### src/rtl/bf_pred_pkg.sv
// Shared types for the bias-free predictor recency-stack update scheduler:
// FSM state encoding and the in-flight branch entry.
package bf_pred_pkg;

  localparam int BF_PC_W = 16;

  typedef enum logic [1:0] {
    RUN     = 2'd0,
    FIXUP   = 2'd1,
    RESTORE = 2'd2
  } bf_sched_state_e;

  typedef struct packed {
    logic [BF_PC_W-1:0] pc;
    logic               dir;
  } bf_spec_entry_t;

endpackage

### src/rtl/bf_rs_update_scheduler_if.sv
// Fetch/execute handshakes plus recency-stack control outputs of the scheduler.
// The slave modport is the scheduler side; master is the front-end/stack side.
interface bf_rs_update_scheduler_if
  import bf_pred_pkg::*;
#(
  parameter int DEPTH = 8,
  parameter int PC_W  = BF_PC_W
);

  logic                     pred_valid;
  logic                     pred_ready;
  logic [PC_W-1:0]          pred_pc;
  logic                     pred_dir;

  logic                     res_valid;
  logic                     res_ready;
  logic [PC_W-1:0]          res_pc;
  logic                     res_taken;

  logic                     spec_push;
  logic [PC_W-1:0]          spec_pc;
  logic                     spec_hist;
  logic                     commit_push;
  logic [PC_W-1:0]          commit_pc;
  logic                     commit_hist;
  logic                     restore;
  logic [$clog2(DEPTH):0]   inflight;
  logic                     err_order;

  modport slave (
    input  pred_valid, pred_pc, pred_dir,
    input  res_valid, res_pc, res_taken,
    output pred_ready, res_ready,
    output spec_push, spec_pc, spec_hist,
    output commit_push, commit_pc, commit_hist,
    output restore, inflight, err_order
  );

  modport master (
    output pred_valid, pred_pc, pred_dir,
    output res_valid, res_pc, res_taken,
    input  pred_ready, res_ready,
    input  spec_push, spec_pc, spec_hist,
    input  commit_push, commit_pc, commit_hist,
    input  restore, inflight, err_order
  );

endinterface

### src/rtl/bf_spec_fifo.sv
// Circular queue of in-flight speculative branches, oldest entry exposed at head.
// Flush wins over push/pop in the same cycle.
module bf_spec_fifo
  import bf_pred_pkg::*;
#(
  parameter int DEPTH = 8
) (
  input  logic                   clk,
  input  logic                   rst,
  input  logic                   push,
  input  bf_spec_entry_t         push_data,
  input  logic                   pop,
  input  logic                   flush,
  output bf_spec_entry_t         head,
  output logic [$clog2(DEPTH):0] count,
  output logic                   full,
  output logic                   empty
);

  localparam int AW = $clog2(DEPTH);

  bf_spec_entry_t mem [DEPTH];

  logic [AW-1:0] wr_ptr_reg;
  logic [AW-1:0] rd_ptr_reg;
  logic [AW:0]   count_reg;
  logic          do_push;
  logic          do_pop;

  assign do_push = push && !full;
  assign do_pop  = pop && !empty;

  // Payload storage needs no reset: only entries between the pointers are ever read.
  always_ff @(posedge clk) begin
    if (do_push) begin
      mem[wr_ptr_reg] <= push_data;
    end
  end

  always_ff @(posedge clk or negedge rst) begin
    if (!rst) begin
      wr_ptr_reg <= '0;
      rd_ptr_reg <= '0;
      count_reg  <= '0;
    end else if (flush) begin
      wr_ptr_reg <= '0;
      rd_ptr_reg <= '0;
      count_reg  <= '0;
    end else begin
      if (do_push) begin
        wr_ptr_reg <= wr_ptr_reg + 1'b1;
      end
      if (do_pop) begin
        rd_ptr_reg <= rd_ptr_reg + 1'b1;
      end
      case ({do_push, do_pop})
        2'b10:   count_reg <= count_reg + 1'b1;
        2'b01:   count_reg <= count_reg - 1'b1;
        default: count_reg <= count_reg;
      endcase
    end
  end

  assign head  = mem[rd_ptr_reg];
  assign count = count_reg;
  assign full  = (count_reg == (AW+1)'(DEPTH));
  assign empty = (count_reg == '0);

endmodule

### src/rtl/bf_rs_update_scheduler.sv
// Sequences speculative/committed recency-stack pushes and the restore after a
// mispredict: RUN -> FIXUP (commit lands) -> RESTORE (copy committed to spec).
module bf_rs_update_scheduler
  import bf_pred_pkg::*;
#(
  parameter int DEPTH = 8,
  parameter int PC_W  = BF_PC_W
) (
  input  logic                      clk,
  input  logic                      rst,
  bf_rs_update_scheduler_if.slave   bus
);

  bf_sched_state_e        state_reg;
  bf_spec_entry_t         head;
  bf_spec_entry_t         push_entry;
  logic [$clog2(DEPTH):0] count;
  logic                   full;
  logic                   empty;

  logic                   run;
  logic                   pred_fire;
  logic                   res_fire;
  logic                   pc_mismatch;
  logic                   mispredict;

  logic                   spec_push_reg;
  logic [PC_W-1:0]        spec_pc_reg;
  logic                   spec_hist_reg;
  logic                   commit_push_reg;
  logic [PC_W-1:0]        commit_pc_reg;
  logic                   commit_hist_reg;
  logic                   restore_reg;
  logic                   err_order_reg;

  assign run         = (state_reg == RUN);
  assign res_fire    = bus.res_valid && bus.res_ready;
  assign pc_mismatch = (bus.res_pc != head.pc);
  assign mispredict  = res_fire && (pc_mismatch || (bus.res_taken != head.dir));
  assign pred_fire   = bus.pred_valid && bus.pred_ready;

  assign bus.res_ready = run && !empty;
  // A prediction offered alongside a mispredict belongs to the wrong path; refuse it.
  assign bus.pred_ready = run && !full && !mispredict;

  always_comb begin
    push_entry     = '0;
    push_entry.pc  = bus.pred_pc;
    push_entry.dir = bus.pred_dir;
  end

  bf_spec_fifo #(
    .DEPTH (DEPTH)
  ) u_fifo (
    .clk       (clk),
    .rst       (rst),
    .push      (pred_fire),
    .push_data (push_entry),
    .pop       (res_fire),
    .flush     (mispredict),
    .head      (head),
    .count     (count),
    .full      (full),
    .empty     (empty)
  );

  always_ff @(posedge clk or negedge rst) begin
    if (!rst) begin
      state_reg       <= RUN;
      spec_push_reg   <= 1'b0;
      spec_pc_reg     <= '0;
      spec_hist_reg   <= 1'b0;
      commit_push_reg <= 1'b0;
      commit_pc_reg   <= '0;
      commit_hist_reg <= 1'b0;
      restore_reg     <= 1'b0;
      err_order_reg   <= 1'b0;
    end else begin
      spec_push_reg   <= 1'b0;
      commit_push_reg <= 1'b0;
      restore_reg     <= 1'b0;
      case (state_reg)
        RUN: begin
          if (pred_fire) begin
            spec_push_reg <= 1'b1;
            spec_pc_reg   <= bus.pred_pc;
            spec_hist_reg <= bus.pred_dir;
          end
          if (res_fire) begin
            // Commit always records the queued address, even when execute disagrees.
            commit_push_reg <= 1'b1;
            commit_pc_reg   <= head.pc;
            commit_hist_reg <= bus.res_taken;
            if (mispredict) begin
              state_reg <= FIXUP;
            end
            if (pc_mismatch) begin
              err_order_reg <= 1'b1;
            end
          end
        end
        FIXUP: begin
          restore_reg <= 1'b1;
          state_reg   <= RESTORE;
        end
        RESTORE: begin
          state_reg <= RUN;
        end
        default: begin
          state_reg <= RUN;
        end
      endcase
    end
  end

  assign bus.spec_push   = spec_push_reg;
  assign bus.spec_pc     = spec_pc_reg;
  assign bus.spec_hist   = spec_hist_reg;
  assign bus.commit_push = commit_push_reg;
  assign bus.commit_pc   = commit_pc_reg;
  assign bus.commit_hist = commit_hist_reg;
  assign bus.restore     = restore_reg;
  assign bus.inflight    = count;
  assign bus.err_order   = err_order_reg;

endmodule

### src/flat_wrapper.sv
// flat-port wrapper written by rule: the top's interface ports become plain ports
module bf_rs_update_scheduler_flat import bf_pred_pkg::*;
#(
  parameter int DEPTH = 8,
  parameter int PC_W  = BF_PC_W
)
  (clk, rst, bus_pred_valid, bus_pred_pc, bus_pred_dir, bus_res_valid, bus_res_pc, bus_res_taken, bus_pred_ready, bus_res_ready, bus_spec_push, bus_spec_pc, bus_spec_hist, bus_commit_push, bus_commit_pc, bus_commit_hist, bus_restore, bus_inflight, bus_err_order);
  bf_rs_update_scheduler_if #(.DEPTH(DEPTH), .PC_W(PC_W)) bus_i ();
  input  logic clk;
  input  logic rst;
  input wire logic [$bits(bus_i.pred_valid)-1:0] bus_pred_valid;
  input wire logic [$bits(bus_i.pred_pc)-1:0] bus_pred_pc;
  input wire logic [$bits(bus_i.pred_dir)-1:0] bus_pred_dir;
  input wire logic [$bits(bus_i.res_valid)-1:0] bus_res_valid;
  input wire logic [$bits(bus_i.res_pc)-1:0] bus_res_pc;
  input wire logic [$bits(bus_i.res_taken)-1:0] bus_res_taken;
  output wire logic [$bits(bus_i.pred_ready)-1:0] bus_pred_ready;
  output wire logic [$bits(bus_i.res_ready)-1:0] bus_res_ready;
  output wire logic [$bits(bus_i.spec_push)-1:0] bus_spec_push;
  output wire logic [$bits(bus_i.spec_pc)-1:0] bus_spec_pc;
  output wire logic [$bits(bus_i.spec_hist)-1:0] bus_spec_hist;
  output wire logic [$bits(bus_i.commit_push)-1:0] bus_commit_push;
  output wire logic [$bits(bus_i.commit_pc)-1:0] bus_commit_pc;
  output wire logic [$bits(bus_i.commit_hist)-1:0] bus_commit_hist;
  output wire logic [$bits(bus_i.restore)-1:0] bus_restore;
  output wire logic [$bits(bus_i.inflight)-1:0] bus_inflight;
  output wire logic [$bits(bus_i.err_order)-1:0] bus_err_order;
  assign bus_i.pred_valid = bus_pred_valid;
  assign bus_i.pred_pc = bus_pred_pc;
  assign bus_i.pred_dir = bus_pred_dir;
  assign bus_i.res_valid = bus_res_valid;
  assign bus_i.res_pc = bus_res_pc;
  assign bus_i.res_taken = bus_res_taken;
  assign bus_pred_ready = bus_i.pred_ready;
  assign bus_res_ready = bus_i.res_ready;
  assign bus_spec_push = bus_i.spec_push;
  assign bus_spec_pc = bus_i.spec_pc;
  assign bus_spec_hist = bus_i.spec_hist;
  assign bus_commit_push = bus_i.commit_push;
  assign bus_commit_pc = bus_i.commit_pc;
  assign bus_commit_hist = bus_i.commit_hist;
  assign bus_restore = bus_i.restore;
  assign bus_inflight = bus_i.inflight;
  assign bus_err_order = bus_i.err_order;
  bf_rs_update_scheduler #(.DEPTH(DEPTH), .PC_W(PC_W)) u_core (.clk(clk), .rst(rst), .bus(bus_i));
endmodule
### config.mk
export PLATFORM = sky130hd
export DESIGN_NAME = bf_rs_update_scheduler_flat
export DESIGN_NICKNAME = d
export VERILOG_FILES = /design/src/rtl/bf_pred_pkg.sv /design/src/rtl/bf_rs_update_scheduler_if.sv /design/src/rtl/bf_spec_fifo.sv /design/src/rtl/bf_rs_update_scheduler.sv /design/src/flat_wrapper.sv
export SDC_FILE = /design/constraint.sdc
export NUM_CORES = 1
export LEC_CHECK = 0
export CAP_MARGIN = 20
export CORE_MARGIN = 5
export CORE_UTILIZATION = 45
export DETAILED_ROUTE_END_ITERATION = 16
export PLACE_DENSITY = 0.73
export SLEW_MARGIN = 20
export SYNTH_ARGS = -nofsm -noshare
export SYNTH_HDL_FRONTEND = slang
export SYNTH_SLANG_ARGS = --single-unit
export TNS_END_PERCENT = 100
### constraint.sdc
create_clock -name clk -period 12.95 [get_ports clk]
set_clock_uncertainty 0.2 [all_clocks]
set_input_delay 1.9425 -clock clk [delete_from_list [all_inputs] [get_ports clk]]
set_output_delay 1.9425 -clock clk [all_outputs]
set_load 0.05 [all_outputs]
After elaboration in Yosys (flattened, before gate mapping)
Memory sizes are Yosys's and may differ from the RTL's.
Index checks and enable logic that the tools add are counted.
{"block": "word_totals", "out_inout_bits": 44, "n_memories": 1, "input_bits": 38, "elab_cells": 62, "regBits": 50, "ram_bits": 136}
{"memory": "u_core.u_fifo.mem", "depth": 8, "width": 17, "read_ports": 1, "rd_clocked_by_memory_dff": 0, "wr": 1, "line": "bf_spec_fifo.sv:22", "rtl": "bf_spec_entry_t mem [DEPTH];"}
{"block": "classes", "n_eq_ne": 8, "addsub": 4, "mux": 16, "n_reduce_logical": 21}
{"cell": "16-bit inequality test", "count": 1}
{"cell": "3-bit two-way mux", "count": 4}
{"cell": "1-bit logical AND", "count": 8}
{"cell": "4-bit one-hot mux with 2 select lines", "count": 1}
{"cell": "1-bit two-way mux", "count": 7}
{"cell": "3-bit by 1-bit adder with 3-bit output (second input constant)", "count": 2}
{"cell": "2-bit AND reduction", "count": 3}
{"cell": "4-bit by 1-bit adder with 4-bit output (second input constant)", "count": 1}
{"cell": "2-bit by 1-bit == test with 1-bit output (second input constant)", "count": 2}
{"cell": "4-bit == test (second input constant)", "count": 1}
{"cell": "4-bit logical NOT", "count": 1}
{"cell": "2-bit two-way mux", "count": 2}
{"cell": "4-bit two-way mux", "count": 1}
{"cell": "2-bit inequality test (second input constant)", "count": 2}
{"cell": "2-bit one-hot mux with 2 select lines", "count": 1}
{"cell": "2-bit nonzero test", "count": 2}
{"cell": "4-bit by 1-bit subtractor with 4-bit output (second input constant)", "count": 1}
{"cell": "1-bit logical NOT", "count": 3}
{"cell": "3-bit AND reduction", "count": 1}
{"cell": "3-bit nonzero test", "count": 1}
{"cell": "2-bit == test (second input constant)", "count": 1}
{"cell": "2-bit logical NOT", "count": 1}
{"cell": "1-bit logical OR", "count": 1}
{"cell": "1-bit inequality test", "count": 1}

Longest topological paths before layout
{"block": "depth", "depth_word": 12, "mapped_depth": 19, "depth_no_buf": 15}

By module
Synthesis repeated with hierarchy kept, for this count alone.
{"block": "unflattened", "hier_cells": 447, "area_unflattened_um2": 8013.9}
{"module": "bf_spec_fifo", "cells_each": 272, "instances": 1, "seq_area_each_um2": 4334.2, "area_per_inst_um2": 5796.8}
{"module": "bf_rs_update_scheduler", "cells_each": 175, "instances": 1, "seq_area_each_um2": 1001.0, "area_per_inst_um2": 2217.1}

Worst setup path before layout
No wires, ideal clock.
{"block": "synth_timing", "path_type": "input to output", "from": "input port bus_res_pc[8]", "to": "output port bus_pred_ready", "arrival_time_ns": 3.696, "slack_ns": 7.112, "required_ns": 10.807, "path_buffers": 1, "stages": 7, "cell_sequence": "inv_1 -> nor3_1 -> o2111ai_1 -> nor4b_2 -> a31oi_1 -> buf_2 -> nor2b_1"}
{"block": "synth_between", "elab_chain_cells": 5}
{"item": "start, declared", "line": "flat_wrapper.sv:15", "rtl": "input wire logic [$bits(bus_i.res_pc)-1:0] bus_res_pc;"}
{"item": "16-bit inequality test", "line": "bf_rs_update_scheduler.sv:38", "rtl": "assign pc_mismatch = (bus.res_pc != head.pc);"}
{"item": "1-bit logical OR", "line": "bf_rs_update_scheduler.sv:39", "rtl": "assign mispredict = res_fire && (pc_mismatch || (bus.res_taken != head.dir));"}
{"item": "1-bit logical AND", "line": "bf_rs_update_scheduler.sv:39"}
{"item": "1-bit logical NOT", "line": "bf_rs_update_scheduler.sv:44", "rtl": "assign bus.pred_ready = run && !full && !mispredict;"}
{"item": "1-bit logical AND", "line": "bf_rs_update_scheduler.sv:44"}
{"item": "end, declared", "line": "flat_wrapper.sv:17", "rtl": "output wire logic [$bits(bus_i.pred_ready)-1:0] bus_pred_ready;"}
No other way between the ends.

Worst setup path in the final report
{"block": "layout_timing", "from": "register u_core.u_fifo.rd_ptr_reg[2]", "to": "output port bus_pred_ready"}
{"block": "layout_between", "elab_chain_cells": 6}
{"item": "start, declared", "line": "bf_spec_fifo.sv:25", "rtl": "logic [AW-1:0] rd_ptr_reg;"}
{"item": "start signal, assigned", "line": "bf_spec_fifo.sv:54", "rtl": "rd_ptr_reg <= rd_ptr_reg + 1'b1;"}
{"item": "memory 8 x 17 bit *"}
{"item": "16-bit inequality test / 1-bit inequality test (equally long branches)", "line": "bf_rs_update_scheduler.sv:38, bf_rs_update_scheduler.sv:39"}
{"item": "1-bit logical OR *", "line": "bf_rs_update_scheduler.sv:39"}
{"item": "1-bit logical AND *", "line": "bf_rs_update_scheduler.sv:39"}
{"item": "1-bit logical NOT *", "line": "bf_rs_update_scheduler.sv:44"}
{"item": "1-bit logical AND *", "line": "bf_rs_update_scheduler.sv:44"}
Every way passes the cells marked *; elsewhere a longest branch is shown, timed or not.

==> qor.csv <==
stage,metric,value,unit
worst_setup_path,ordered_cell_list_for_the_critical_path,nor2b_1 > a22o_1 > or3_1 > nand4b_1 > nor4_1 > a31oi_2 > buf_4 > nor2b_1 > clkdlybuf4s50_1,
worst_setup_path,critical_path_class,reg2out,
clock_tree,clk_pin_slew,70,ps
placed_design,routabilityCongestion,0.777,
clock_tree,cts_buffer_depth,2,
flow_run,maxCapViolCount,0,
global_route,gr-usage-met2,30.6,%
detailed_routing,routed_antenna_nets,0,
floorplanning,x_dimension_of_the_die,143,µm
global_route,grt_use_met3,3.46,%
detailed_routing,route.vias.total,5187,
status,outcome,finished clean,
synth,synth_seq_cells,186,
final_layout,largest_register_ff_count,136,
floorplanning,die_height,143,µm
floorplanning,rows,48,
synth,synth.cell_area,0.00800,mm²
global_route,grt_usage,19.2,%
pwr,power_per_standard_cell_area,219,mW/mm²
timing,worst_slack,5740,ps
clock_tree,clock_insertion_delay_at_the_later_pin_of_the_skew_report,430,ps
synth,synth-edff-count,136,
final_layout,syn2layout_area_growth,20.9,%
synth,syn_avg_cell_area,14.8,µm²
timing,rsz0062_at_grt,no,
final_layout,fillCellCount,1361,
worst_setup_path,reg2reg_slack,7300,ps
synth,synth_top_area_share,51.1,%
timing,slew_margin_rel,31.5,%
detailed_routing,wl,19000,µm
floorplanning,initial_utilization,46.1,%
global_route,grt_pass1_vias,5217,
synth,ys_seq_area_share,66.7,%
clock_tree,cts_tree,done,
clock_tree,clockRootBuffer,sky130_fd_sc_hd__clkbuf_16,
timing,setup-violations-final,0,
timing,timing.final.max_slew_violations,0,
synth,synth.largest_area_cell,sky130_fd_sc_hd__edfxtp_1,
floorplanning,num_ports,82,
synth,ys_dominant_reg_cell,sky130_fd_sc_hd__edfxtp_1,
detailed_routing,via_per_inst,6.03,
timing,post-route-period-util,55.7,%
synth,async_flop_share,26.9,%
worst_setup_path,path_delay_family,simple AND/OR/NAND/NOR gates,
synth,synth_cell_types,43,
placed_design,post-dp-hpwl,12000,µm
worst_setup_path,count_of_buffer_and_inverter_cells_on_the_critical_path,2,
floorplanning,design.core.area,0.0174,mm²
pwr,power.total,2.11,mW
detailed_routing,drc,0,
worst_setup_path,slowest_delay,900,ps
pwr,leakage,3.29,nW
worst_setup_path,ff2ff_path_depth,15,
detailed_routing,drt_pass1_iterations,7,
worst_setup_path,cp_startpoint,u_core.u_fifo.rd_ptr_reg[2],
global_route,grt_start_max_net_pins,51,
final_layout,final_layout_size_suffix_gt1_share,11.5,%
global_route,globalRoute.totalOverflow,0,
global_route,busiest_layer,met2,
timing,final-hold-violation-count,0,
detailed_routing,first_iter_violations,538,
clock_tree,hold_buffers,0,
clock_tree,number_of_buffers_created_by_cts,17,
worst_setup_path,worstReg2RegEnd,u_core.u_fifo.count[3],
synth,post_synth_inst_count,541,
timing,worstMarginPinSlew,1030,ps
timing,final_period_minus_worst_setup_slack,7210,ps
clock_tree,numClockSinks,186,
timing,maxClockFrequency,139,MHz
final_layout,design.final.nets,666,
synth,synthesis.nets,585,
placed_design,dpl_worst_slack,5920,ps
min_path,hold-path-endpoint,u_core.bus.err_order,
worst_setup_path,worst-endpoint-required,10810,ps
worst_setup_path,worst_path_max_delay_cell,sky130_fd_sc_hd__nor2b_1,
placed_design,place.port_buffers,81,
floorplanning,die_area,0.0205,mm²
min_path,hold-path-cell-count,1,
worst_setup_path,arrival,5070,ps
global_route,groute.layer.met1.usage,26.5,%
pwr,vdd_drop_max,0.147,mV
clock_tree,postCtsSetupRepairBufs,0,
clock_tree,cts_max_level,4,
clock_tree,post_cts_resize_count,0,
worst_setup_path,cpMostUsedCell,sky130_fd_sc_hd__nor2b_1,
timing,tns,0,ps
global_route,grt_pass1_wl,29400,µm
detailed_routing,routedWlPerCell,22.0,µm
worst_setup_path,r2r_start,u_core.u_fifo.rd_ptr_reg[2],
worst_setup_path,critical_path.endpoint_type,output pin,
final_layout,antenna-diode-count,0,
synth,synth.yosys.warnings,0,
global_route,antenna_violations_before_repair,0,
min_path,worst_hold_path_type,reg2reg,
worst_setup_path,path_max_fanout,20,
worst_setup_path,timing.critical_path.from_type,register,
min_path,timing.hold.worst.start,u_core.bus.err_order,
synth,yosys-top-cells-area,"sky130_fd_sc_hd__edfxtp_1 51%, sky130_fd_sc_hd__dfrtp_1 16%, sky130_fd_sc_hd__mux2i_1 5.9%",
## placed cells by master, fill, tap and decap left out, types with 12 or more instances in the layout
cell / netlist / routed
sky130_fd_sc_hd__a222oi_1: 17 / 17
sky130_fd_sc_hd__a22o_1: 20 / 20
sky130_fd_sc_hd__and3_1: 17 / 17
sky130_fd_sc_hd__buf_4: 0 / 14
sky130_fd_sc_hd__clkbuf_16: 0 / 17
sky130_fd_sc_hd__clkdlybuf4s50_1: 0 / 80
sky130_fd_sc_hd__dfrtp_1: 50 / 49
sky130_fd_sc_hd__edfxtp_1: 136 / 136
sky130_fd_sc_hd__mux2i_1: 47 / 47
sky130_fd_sc_hd__mux4_2: 14 / 14
sky130_fd_sc_hd__nand2_1: 33 / 33
sky130_fd_sc_hd__nand3_1: 20 / 20
sky130_fd_sc_hd__nor2_1: 14 / 12
sky130_fd_sc_hd__o211ai_1: 17 / 17
sky130_fd_sc_hd__o21ai_0: 14 / 14
sky130_fd_sc_hd__o21ai_1: 20 / 20
sky130_fd_sc_hd__xor2_1: 12 / 12
## metrics by stage
stage	cells	cell area (µm²)	util, %	hold WS, ps
global route	860	9670	55.7	278
global placement	826	9090	52.4	248
finish	860	9670	55.7	267
CTS	858	9640	55.5	266
detailed placement	826	9090	52.4	248
floorplan	541	8000	-	248
## how the worst max path moves through the flow
stage | slack, ps | cells after the start | to
after CTS | 5730 | 10 | bus_pred_ready
after floorplan | 7110 | 7 | bus_pred_ready
after global routing | 5440 | 9 | bus_pred_ready
final | 5740 | 9 | bus_pred_ready
after detailed placement | 5920 | 8 | bus_pred_ready
after global placement | 5930 | 8 | bus_pred_ready
## cells by family (layout without fill, tap and decap cells)
family / count (synthesis) / in the layout / synth area share [%]
simple gates: 125 / 125 / 8.62
fa+ha+maj: 6 / 6 / 0.939
buf+inv: 38 / 132 / 2.25
flops: 186 / 186 / 66.7
xor+xnor: 15 / 15 / 1.64
compound gates: 110 / 110 / 10.0
mux: 61 / 61 / 9.82
## metal layers
layer | vias up | routed length, µm
met5 | - | 0
met4 | 0 | 371
met3 | 29 | 1510
met2 | 265 | 9210
met1 | 2584 | 7860
li1 | 2309 | -
## cell usage after synthesis, drive strengths merged (2+ instances only)
| cell type | instances |
|---|---|
| edfxtp | 136 |
| dfrtp | 50 |
| mux2i | 47 |
| o21ai | 34 |
| nand2 | 33 |
| clkbuf | 23 |
| a22o | 20 |
| nand3 | 20 |
| a222oi | 17 |
| and3 | 17 |
| o211ai | 17 |
| mux4 | 14 |
| nor2 | 14 |
| buf | 12 |
| xor2 | 12 |
| o31ai | 10 |
| or3 | 7 |
| ha | 6 |
| nor3 | 6 |
| nor2b | 5 |
| nor4 | 5 |
| nand2b | 4 |
| nand4 | 4 |
| nor4b | 4 |
| a21oi | 3 |
| inv | 3 |
| xnor2 | 3 |
| a31oi | 2 |
| and2 | 2 |
| nand4b | 2 |
## cell type report
| type | instances | area (µm²) | area share (%) |
|---|---|---|---|
| inverter | 3 | 11.3 | 0.116 |
| clock buffer | 20 | 447 | 4.62 |
| timing repair buffer | 97 | 937 | 9.69 |
| tap | 225 | 282 | 2.91 |
| clock inverter | 12 | 100 | 1.04 |
| sequential | 186 | 5340 | 55.2 |
| multi-input combinational | 317 | 2560 | 26.4 |
## report_power, final
| group | switching (mW) | internal (mW) |
|---|---|---|
| Clock | 0.211 | 0.268 |
| Sequential | 0.0709 | 0.759 |
| Combinational | 0.526 | 0.279 |
Note: power is estimated with default switching activity, not from simulation.
